[src/rtl/exu_cal.sv]
// exu_cal - calculation center of the cirno9 execute stage.
//
// Responder end of the ALU-to-cal handshake. ADD, SUB, XOR and CMP finish
// in the request cycle. SLL, SRL and SRA run on an iterative shifter that
// moves one bit per cycle, so the ALU stalls until hs_cal4al_rdy rises.
//
// Ports:
//   clk            in   core clock
//   rst            in   asynchronous active-high reset
//   hs_al4cal_val  in   request valid; the ALU holds it until ready
//   i_cal_opb      in   op bundle: one-hot flags plus OPN1/OPN2 (33 bits each)
//   hs_cal4al_rdy  out  request completes this cycle
//   o_cal_res      out  32-bit result; 0 whenever hs_cal4al_rdy is low
//
// Op bundle layout, LSB first: ADD, SUB, SLL, SRL, SRA, XOR, CMP flags,
// then OPN1[32:0], then OPN2[32:0].

`ifndef CIRNO_CAL_OPB_SIZE
`define CIRNO_CAL_OPB_SIZE 73
`define CIRNO_CAL_ADD      0
`define CIRNO_CAL_SUB      1
`define CIRNO_CAL_SLL      2
`define CIRNO_CAL_SRL      3
`define CIRNO_CAL_SRA      4
`define CIRNO_CAL_XOR      5
`define CIRNO_CAL_CMP      6
`define CIRNO_CAL_OPN1     39:7
`define CIRNO_CAL_OPN2     72:40
`endif

module exu_cal (
  input  logic                           clk,
  input  logic                           rst,
  input  logic                           hs_al4cal_val,
  input  logic [`CIRNO_CAL_OPB_SIZE-1:0] i_cal_opb,
  output logic                           hs_cal4al_rdy,
  output logic [31:0]                    o_cal_res
);

  typedef enum logic [1:0] {
    ST_IDLE = 2'd0,
    ST_BUSY = 2'd1,
    ST_DONE = 2'd2
  } state_t;

  state_t      state_reg, state_next;
  logic [32:0] sh_reg, sh_next;
  logic [4:0]  cnt_reg, cnt_next;

  logic        op_add, op_sub, op_sll, op_srl, op_sra, op_xor, op_cmp;
  logic        is_shift;
  logic [32:0] opn_a, opn_b;
  logic [4:0]  shamt;
  logic [33:0] cmp_diff;
  logic [32:0] sh_step;

  assign op_add   = i_cal_opb[`CIRNO_CAL_ADD];
  assign op_sub   = i_cal_opb[`CIRNO_CAL_SUB];
  assign op_sll   = i_cal_opb[`CIRNO_CAL_SLL];
  assign op_srl   = i_cal_opb[`CIRNO_CAL_SRL];
  assign op_sra   = i_cal_opb[`CIRNO_CAL_SRA];
  assign op_xor   = i_cal_opb[`CIRNO_CAL_XOR];
  assign op_cmp   = i_cal_opb[`CIRNO_CAL_CMP];
  assign opn_a    = i_cal_opb[`CIRNO_CAL_OPN1];
  assign opn_b    = i_cal_opb[`CIRNO_CAL_OPN2];
  assign shamt    = opn_b[4:0];
  assign is_shift = op_sll | op_srl | op_sra;

  // Operands are already extended upstream, so the sign of the 34-bit
  // difference gives both signed and unsigned less-than.
  assign cmp_diff = {opn_a[32], opn_a} - {opn_b[32], opn_b};

  // SRL operands arrive zero-extended, so filling from bit 32 makes one
  // arithmetic right shifter serve both SRL and SRA. Direction is taken
  // from the live bundle each cycle; nothing about the op is latched.
  assign sh_step = op_sll ? {sh_reg[31:0], 1'b0} : {sh_reg[32], sh_reg[32:1]};

  always_ff @(posedge clk or posedge rst) begin
    if (rst) begin
      state_reg <= ST_IDLE;
      sh_reg    <= 33'd0;
      cnt_reg   <= 5'd0;
    end else begin
      state_reg <= state_next;
      sh_reg    <= sh_next;
      cnt_reg   <= cnt_next;
    end
  end

  always_comb begin
    state_next    = state_reg;
    sh_next       = sh_reg;
    cnt_next      = cnt_reg;
    hs_cal4al_rdy = 1'b0;
    o_cal_res     = 32'd0;

    case (state_reg)
      ST_IDLE: begin
        if (hs_al4cal_val) begin
          if (op_add) begin
            hs_cal4al_rdy = 1'b1;
            o_cal_res     = opn_a[31:0] + opn_b[31:0];
          end else if (op_sub) begin
            hs_cal4al_rdy = 1'b1;
            o_cal_res     = opn_a[31:0] - opn_b[31:0];
          end else if (op_xor) begin
            hs_cal4al_rdy = 1'b1;
            o_cal_res     = opn_a[31:0] ^ opn_b[31:0];
          end else if (op_cmp) begin
            hs_cal4al_rdy = 1'b1;
            o_cal_res     = {31'd0, cmp_diff[33]};
          end else if (is_shift) begin
            if (shamt == 5'd0) begin
              hs_cal4al_rdy = 1'b1;
              o_cal_res     = opn_a[31:0];
            end else begin
              sh_next    = opn_a;
              cnt_next   = shamt;
              state_next = ST_BUSY;
            end
          end
        end
      end

      ST_BUSY: begin
        // A dropped val (the ALU zero-gates the bundle) is a flush.
        if (!hs_al4cal_val || !is_shift) begin
          state_next = ST_IDLE;
        end else begin
          sh_next  = sh_step;
          cnt_next = cnt_reg - 5'd1;
          if (cnt_reg == 5'd1) begin
            state_next = ST_DONE;
          end
        end
      end

      ST_DONE: begin
        state_next = ST_IDLE;
        if (hs_al4cal_val && is_shift) begin
          hs_cal4al_rdy = 1'b1;
          o_cal_res     = sh_reg[31:0];
        end
      end

      default: begin
        state_next = ST_IDLE;
      end
    endcase
  end

endmodule

[config.mk]
export PLATFORM = sky130hd
export DESIGN_NAME = exu_cal
export DESIGN_NICKNAME = d
export VERILOG_FILES = /design/src/rtl/exu_cal.sv
export SDC_FILE = /design/constraint.sdc
export NUM_CORES = 1
export LEC_CHECK = 0
export CAP_MARGIN = 15
export CORE_ASPECT_RATIO = 0.8
export CORE_MARGIN = 5
export CORE_UTILIZATION = 32
export CTS_BUF_LIST = sky130_fd_sc_hd__clkbuf_8
export DETAILED_ROUTE_END_ITERATION = 6
export SLEW_MARGIN = 20
export SYNTH_ARGS = -nofsm -noshare
export SYNTH_HDL_FRONTEND = slang
export SYNTH_SLANG_ARGS = --single-unit
[constraint.sdc]
create_clock -name clk -period 4.5 [get_ports clk]
set_input_delay 0.9 -clock clk [delete_from_list [all_inputs] [get_ports clk]]
set_output_delay 0.9 -clock clk [all_outputs]
set_load 0.02 [all_outputs]
# Word level (Yosys, flattened, before mapping)

Index checks and enable logic that the tools add are counted.

Memory bits (read-only): 0
Memories kept: 0
RAM bits: 0
Output and inout bits: 33
Logic and storage cells: 81
Register bits: 40
Bits in latches: 0

Reduce and logical (&&, ||, !) cells: 10
Multiply operators: 0
Mux-type cells: 47
Divide/modulo/power cells: 0
Add/subtract/negate cells: 4
Eq/ne operators: 13
Order comparisons: 0
Bitwise operators: 3
Shift operators: 0

Operators by type and width:

| operator            | number |
|---|---|
| $mux 33             | 9 |
| $mux 32             | 8 |
| $pmux 33 s2         | 1 |
| $pmux 32 s2         | 1 |
| $mux 5              | 8 |
| $sub 33x33->34      | 1 |
| $add 32x32->32      | 1 |
| $sub 32x32->32      | 1 |
| $xor 32x32->32      | 1 |
| $mux 2              | 9 |
| $ne 2x2->1 const B  | 9 |
| $pmux 5 s2          | 1 |
| $reduce_and 10->1   | 1 |
| $reduce_and 9->1    | 1 |
| $mux 1              | 8 |
| $reduce_and 8->1    | 1 |
| $eq 5x1->1 const B  | 1 |
| $logic_not 5->1     | 1 |
| $sub 5x1->5 const B | 1 |
| $pmux 2 s2          | 1 |
| $ne 3x3->1 const B  | 1 |
| $eq 2x1->1 const B  | 1 |
| $eq 2x2->1 const B  | 1 |
| $logic_not 1->1     | 2 |
| other kinds (6)     | 7 |

# Depth between registers and ports, before layout

Gate-level depths: netlist of run 1.

Depth after elaboration: 9
Gate-level depth with buffers: 13
Gate-level depth less buffers: 13

# Worst setup path before layout of run 1

No wires, ideal clock.

Path type: input to output
Start: input i_cal_opb[7]
End: output o_cal_res[28]
Arrival: 3.369 ns
Stages on the path: 11
Path slack: 0.231 ns
Cell sequence: ha_1 fa_1 nor2b_2 nor3_2 o41ai_4 a2111o_1 a21oi_2 o21ai_2 a2111oi_4 xnor2_1 o21ai_1

Word-level cells in the longest chain between the ends: 5
Elaborated cells on any way between the ends: 6

RTL lines:

| what           | RTL line | RTL |
|---|---|---|
| from (decl)    | 35       | `` input logic [`CIRNO_CAL_OPB_SIZE-1:0] i_cal_opb, `` |
| $sub 32x32->32 | 105      | `o_cal_res = opn_a[31:0] - opn_b[31:0];` |
| $mux 32        | 103      | `end else if (op_sub) begin` |
| $mux 32 *      | 100      | `if (op_add) begin` |
| $mux 32 *      | 99       | `if (hs_al4cal_val) begin` |
| $pmux 32 s2 *  | 97       | `case (state_reg)` |
| to (decl)      | 37       | `output logic [31:0] o_cal_res` |

Every way passes the cells marked *; elsewhere a longest branch is shown, timed or not.

# Final worst setup path of run 1

Start: input i_cal_opb[42]
End: output o_cal_res[22]

Word-level cells in the longest chain between the ends: 9
Elaborated cells on any way between the ends: 11

RTL lines:

| what                                                                   | RTL line |
|---|---|
| parallel branches: the longest is 6 deep, another holds $sub 32x32->32 | - |
| $mux 32 *                                                              | 100 |
| $mux 32 *                                                              | 99 |
| $pmux 32 s2 *                                                          | 97 |

Mark *: on every way between the ends.

==> results of run 1 <==
-- Yosys cell counts, drive strengths merged, types with 2 or more instances --
cell | instances | share of area
a21oi | 128 | 0.093
nor2 | 108 | 0.058
o21ai | 101 | 0.072
nand2 | 96 | 0.051
ha | 66 | 0.12
inv | 66 | 0.035
clkbuf | 43 | 0.024
dfrtp | 40 | 0.14
mux2i | 37 | 0.052
xnor2 | 31 | 0.038
buf | 25 | 0.024
a211oi | 21 | 0.023
a31oi | 18 | 0.017
o21bai | 18 | 0.020
nor2b | 16 | 0.014
nor3 | 15 | 0.011
nand3 | 13 | 0.0099
a221oi | 12 | 0.017
o211ai | 12 | 0.013
a22oi | 11 | 0.012
a22o | 9 | 0.011
nand2b | 9 | 0.0080
nor4 | 9 | 0.013
a21o | 8 | 0.0085
nand4 | 8 | 0.0071
o31ai | 8 | 0.0085
a221o | 7 | 0.0099
o22ai | 6 | 0.0053
a2111oi | 5 | 0.011
and2 | 5 | 0.0044
a211o | 4 | 0.0049
or3 | 4 | 0.0035
xor2 | 4 | 0.0049
a311oi | 3 | 0.0046
and3 | 3 | 0.0027
nand3b | 3 | 0.0032
o41ai | 3 | 0.0074
a32oi | 2 | 0.0035
a41oi | 2 | 0.0035
and4 | 2 | 0.0025
fa | 2 | 0.0057
nor3b | 2 | 0.0028
nor4b | 2 | 0.0025
o21a | 2 | 0.0021
or2 | 2 | 0.0018
-- cell families (layout without fill, tap and decap cells) --
family                   count (synthesis)  after routing  synth area share
XOR/XNOR                                35             35            0.0433
multiplexers                            38             38            0.0539
AO/OA/AOI/OAI                          391            391             0.361
adder cells (fa/ha/maj)                 68             68             0.122
flip-flops                              40             40             0.141
AND/OR/NAND/NOR                        297            297             0.196
buffers and inverters                  134            486            0.0827
-- worst max-delay path, delay by kind of cell --
family                     cells  cell delay, ns
buffers and inverters          4            0.58
xor gates and xnor gates       1            0.12
AOI/OAI and AO/OA              6            1.20
adders and majority gates      1            0.30
and+or+nand+nor                2            0.42
-- metrics by stage --
step	setup WS, ns	setup TNS, ns
floorplan	0.231	0
global placement	-0.925	-20.84
detailed placement	-1.00	-21.90
CTS	0.000190	0
global route	-0.0316	-0.0674
finish	0.0717	0
-- metal layers --
metal,up-vias,global-route usage,routed length (microns)
li1,4334,-,-
met1,4305,0.344,14400
met2,379,0.374,13800
met3,36,0.0516,2750
met4,0,0.0402,461
met5,-,0,0
-- timing repair --
item | 4_1_cts | 5_1_grt
pin swaps | 63 | 59
endpoints found under the setup margin | 32 | 29
gates resized for setup | 304 | 112
buffers inserted | 18 | 11
cloned | 0 | 0
-- worst paths after layout --
path,end,depth (start not counted)
min in group asynchronous,cnt_reg[3]$_DFFE_PP0P_,2
worst max register to register,cnt_reg[3]$_DFFE_PP0P_,5
max in group asynchronous,sh_reg[20]$_DFFE_PP0P_,3
worst min register to register,cnt_reg[4]$_DFFE_PP0P_,2
worst min-delay path,cnt_reg[4]$_DFFE_PP0P_,2
worst max-delay path,o_cal_res[22],14
-- final cells by class --
| cell class | count | share of cell area |
|---|---|---|
| Clock buffer | 5 | 0.00610 |
| Timing Repair Buffer | 412 | 0.287 |
| Tap cell | 300 | 0.0333 |
| Inverter | 66 | 0.0222 |
| Multi-Input combinational cell | 829 | 0.559 |
| Clock inverter | 3 | 0.00421 |
| Sequential cell | 40 | 0.0887 |
-- where the power goes --
part	internal, mW	switching, mW	total [mW]	leakage, nW
clock	0.168	0.179	0.347	0.0583
combinational	0.724	0.781	1.50	4.50
sequential	0.454	0.123	0.578	0.509
==> summary.md, run 1 <==
| Metric | Value |
|---|---|
| Outcome | `finished, violations left` |
| Failing checks | `design-rule violations` |
| Hold slack | `0.521 ns` |
| Area of the multi-input gates | `0.00631 sq mm` |
| Cts hold-fix bufs | `0` |
| Clk Latency, worst-skew pair | `0.33 ns` |
| Layout Utilization | `0.521` |
| Antenna diodes | `0` |
| DR iter-0 viols | `740` |
| WL/cell | `19.0 microns` |
| VDD IR-drop max | `0.116 mV` |
| Net Count, Synth | `1147` |
| Syn Inst Count | `1003` |
| Leading cell type in the layout, fill and taps excluded | `buf_4` |
| Clock sink total | `40` |
| Initial antenna violation count | `0` |
| DP Wirelength | `24400 microns` |
| Critical path class | `in2out` |
| Crit end category | `primary output` |
| R2R setup slack | `2.72 ns` |
| Vias | `9054` |
| Leak Pwr | `5.07 nW` |
| CP most frequent cell | `buf_4` |
| TritonCTS clock tree | `built` |
| Min-delay src | `cnt_reg[4]$_DFFE_PP0P_` |
| Die Y | `143 microns` |
| # setup viols final | `0` |
| Non-Filler Instances | `1655` |
| Vias in the first global route | `8773` |
| CP startpoint kind | `input port` |
| DRT antenna net count | `0` |
| Cell area after synthesis | `0.00708 sq mm` |
| Global-route wire length before repair | `48100 microns` |
| Power per standard cell area | `215 mW/mm^2` |
| Row cnt | `48` |
| Worst Hold Class | `reg2reg` |
| Yosys cell types | `83` |
| Port-buffer cells | `108` |
| CP startpoint | `i_cal_opb[42]` |
| Pwr Total | `2.43 mW` |
| Share of cells above drive strength 1 | `0.376` |
| Tcrit/Tclk final | `0.984` |
| GR Util All Layers | `0.239` |
| Seq cells post-synth | `40` |
| Worst reg2reg path startpoint | `state_reg[0]$_DFFE_PP0P_` |
| Clock slew at reported path FFs | `0.10 ns` |
| DP Area | `0.0103 sq mm` |
| Hold Vio Cnt, Final | `0` |
| Starting Density | `0.326` |
| Synth async-reset ratio | `1.00` |
| Slew Limit Fails | `0` |
| # DRC | `2` |
| Sequential element share of the synthesized area | `0.141` |
| Worst path slowest cell | `a222oi_1` |
| Die width | `176 microns` |
| Die area | `0.0252 sq mm` |
| Skew final | `0.00875 ns` |
| Bufs on Longest Clock Path | `2` |
| Remaining global-route overflow | `0` |
| Number of flops mapped to enable cells by yosys | `0` |
| Placed insts | `1618` |
| Area added between synthesis and finish | `59.5%` |
| Most frequent cells in the layout | `buf_4 (303), a21oi_1 (113), nor2_1 (101), nand2_1 (95), o21ai_0 (79)` |
| Core area | `0.0217 sq mm` |
| FF+latch area | `0.00100 sq mm` |
| RSZ-0062 raised after global routing | `true` |
| Fmax | `226 MHz` |
| Yosys warning count | `0` |
| Largest net degree at the start of global routing | `77` |
| Number of H-tree levels | `2` |
| Ports | `109` |
| Top FF cell, synth | `dfrtp_1` |
| Synthesized area per cell | `7.06 sq um` |
| Min cycle time layout | `4.43 ns` |
| RD Place Congestion | `0.981` |
| Drt first pass iters | `7` |
| DR vias/cell | `5.47` |
| Clock Tree Root | `clkbuf_8` |
| Rel. slew slack | `0.455` |
| Final instance area | `0.0113 sq mm` |
| Worst-Margin Slew | `0.817 ns` |
| # Max-Cap Violations | `0` |
| Worst path max stage delay | `0.35 ns` |
| Max reg flops | `33` |
| Crit-path cells | `clkdlybuf4s15_2 > inv_2 > ha_4 > a21o_1 > a31oi_4 > o21bai_4 > a41oi_4 > nor4_4 > nor2_1 > buf_4 > xnor2_1 > a222oi_1 > o21ai_1 > buf_4` |
| Post-Route WL | `31400 microns` |
| CP Max Fanout | `5` |
| Total CTS buffers | `5` |
| Fill count | `2095` |
| Nets | `1498` |
| Required time of the critical path | `3.60 ns` |
| Critical Path AT | `3.53 ns` |
No activity file was read; power rests on OpenSTA's default activity.
==> run 2: changes to the inputs <==
==> constraint.sdc (replaced) <==
create_clock -name clk -period 4.8 [get_ports clk]
set_input_delay 0.96 -clock clk [delete_from_list [all_inputs] [get_ports clk]]
set_output_delay 0.96 -clock clk [all_outputs]
set_load 0.02 [all_outputs]
==> run 2 against run 1 <==
Effect of this change:
- the run still ends with design-rule violations left
- combinational power fell by 9%
- power fell by 7.0%
- core utilization fell by 1.0 points
- clock-buffer cell count did not move
- critical path depth rose by 1
- sequential share of layout area rose by 0.17 points
- register-to-register slack got worse by 0.12 ns
- die area did not move
- first-iteration DRC count rose by 33%
- final cell count fell by 2.2%
- non-clock buffer count fell by 36
- sequential power fell by 5.2%
==> summary.md, run 2 (synthesis results as in run 1) <==
| Metric | Value |
|---|---|
| Outcome | `finished, violations left` |
| Failing checks | `design-rule violations` |
| Die width | `176 microns` |
| Skew final | `0.0196 ns` |
| VDD IR-drop max | `0.117 mV` |
| Leading cell type in the layout, fill and taps excluded | `buf_4` |
| GR Util All Layers | `0.239` |
| Layout Utilization | `0.511` |
| Cts hold-fix bufs | `0` |
| Total CTS buffers | `5` |
| Die area | `0.0252 sq mm` |
| CP Max Fanout | `3` |
| Tcrit/Tclk final | `0.996` |
| Fmax | `209 MHz` |
| Clock sink total | `40` |
| Number of H-tree levels | `2` |
| Antenna diodes | `0` |
| Post-Route WL | `31300 microns` |
| # DRC | `6` |
| Power per standard cell area | `204 mW/mm^2` |
| Rel. slew slack | `0.393` |
| Row cnt | `48` |
| TritonCTS clock tree | `built` |
| Leak Pwr | `4.99 nW` |
| Max reg flops | `33` |
| Remaining global-route overflow | `0` |
| Core area | `0.0217 sq mm` |
| Initial antenna violation count | `0` |
| Share of cells above drive strength 1 | `0.318` |
| Largest net degree at the start of global routing | `44` |
| Critical Path AT | `3.82 ns` |
| Place WS | `-0.892 ns` |
| Port-buffer cells | `108` |
| WL/cell | `19.3 microns` |
| Worst-Margin Slew | `0.909 ns` |
| Min cycle time layout | `4.78 ns` |
| Hold Vio Cnt, Final | `0` |
| Clk Latency, worst-skew pair | `0.35 ns` |
| CP top delay family | `compound AO/OA/AOI/OAI gates` |
| Worst path max stage delay | `0.36 ns` |
| Fin worst setup slack | `0.0180 ns` |
| Drt first pass iters | `7` |
| Slew Limit Fails | `0` |
| Vias | `8922` |
| Final instance area | `0.0111 sq mm` |
| DR vias/cell | `5.51` |
| Buffers plus inverters on the worst setup path | `5` |
| DR iter-0 viols | `987` |
| CP most frequent cell | `buf_4` |
| # Max-Cap Violations | `0` |
| DRT antenna net count | `0` |
| Bufs on Longest Clock Path | `2` |
| Pwr Total | `2.26 mW` |
| Non-Filler Instances | `1619` |
| Area added between synthesis and finish | `56.4%` |
| Clock Tree Root | `clkbuf_8` |
| Worst Hold Class | `reg2reg` |
| Global-route wire length before repair | `48000 microns` |
| Vias in the first global route | `8498` |
| Nets | `1462` |
| Crit-path cells | `clkdlybuf4s15_2 > buf_4 > fa_2 > nor2b_4 > nor3_4 > o41ai_4 > buf_12 > a211oi_4 > a21oi_4 > a311oi_2 > buf_4 > o21ai_1 > xnor2_1 > a221o_1 > buf_6` |
| Required time of the critical path | `3.84 ns` |
| RSZ-0062 raised after global routing | `true` |
| Fill count | `2138` |
| Ports | `109` |
| Hold slack | `0.534 ns` |
| RD Place Congestion | `0.990` |
| Setup TNS | `0 ns` |
| Critical path class | `in2out` |
| Starting Density | `0.326` |
| Most frequent cells in the layout | `buf_4 (264), a21oi_1 (116), nor2_1 (103), nand2_1 (94), o21ai_0 (84)` |
| Clock slew at reported path FFs | `0.10 ns` |
| Worst path slowest cell | `fa_2` |
| # setup viols final | `0` |
| DP Wirelength | `24100 microns` |
| Crit end category | `primary output` |
| Die Y | `143 microns` |
| DP Area | `0.0102 sq mm` |
| Placed insts | `1599` |
| CP startpoint kind | `input port` |
run 2: cell types whose count changed in the layout (fill, tap and decap cells not counted), moves of 5 or more:
cell             change
buf_4               -39
clkbuf_2             -9
a21oi_2              -5
dlygate4sd2_1       +13
ha_4                 -5
buf_2               -12
o21ai_0              +5
dlymetal6s2s_1       +7
inv_2               -13
clkdlybuf4s50_1      +9
inv_1               +14
ha_1                 +8
buf_6                -9
run 2: power breakdown:
part           internal, mW  total, mW  switching [mW]
Sequential            0.426      0.548           0.122
Clock                 0.158      0.339           0.181
Combinational         0.652       1.37           0.721
Total                  1.23       2.26            1.02
run 2: final timing paths:
| check | slack (ns) | from | depth (start not counted) | end |
|---|---|---|---|---|
| worst max-delay path | 0.02 | i_cal_opb[41] | 15 | o_cal_res[26] |
| worst min-delay path | 0.53 | cnt_reg[1]$_DFFE_PP0P_ | 2 | cnt_reg[1]$_DFFE_PP0P_ |
| worst max register to register | 2.60 | state_reg[0]$_DFFE_PP0P_ | 5 | sh_reg[25]$_DFFE_PP0P_ |
| worst min register to register | 0.53 | cnt_reg[1]$_DFFE_PP0P_ | 2 | cnt_reg[1]$_DFFE_PP0P_ |
| max in group asynchronous | 2.76 | rst | 3 | sh_reg[18]$_DFFE_PP0P_ |
| min in group asynchronous | 1.09 | rst | 2 | sh_reg[4]$_DFFE_PP0P_ |
run 2: layout make-up:
| type | instances | area (sq um) | area share |
|---|---|---|---|
| timing repair buffer | 376 | 3100 | 0.280 |
| clock inverter | 3 | 46.3 | 0.00418 |
| inverter | 66 | 248 | 0.0224 |
| sequential | 40 | 1000 | 0.0904 |
| clock buffer | 5 | 68.8 | 0.00622 |
| multi-input combinational | 829 | 6230 | 0.563 |
| tap | 300 | 375 | 0.0339 |
run 2: tightest hold or removal path, stage by stage, from the launching register on:
cell and delay, ns:
dfrtp_1 0.38, nand2_1 0.05, o21ai_0 0.07
run 2: routing by layer:
layer | share of wire | wire length (microns) | vias up | global-route usage
met5 | 0 | 0 | - | 0
met4 | 0.015 | 482 | 0 | 0.0427
met3 | 0.085 | 2670 | 41 | 0.0498
met2 | 0.43 | 13500 | 384 | 0.368
met1 | 0.47 | 14600 | 4226 | 0.350
li1 | - | - | 4271 | -
run 2: what timing repair did:
item / in CTS / in global routing
pin swaps: 42 / 48
setup endpoints to repair: 28 / 22
gates resized for setup: 199 / 77
buffers inserted: 10 / 4
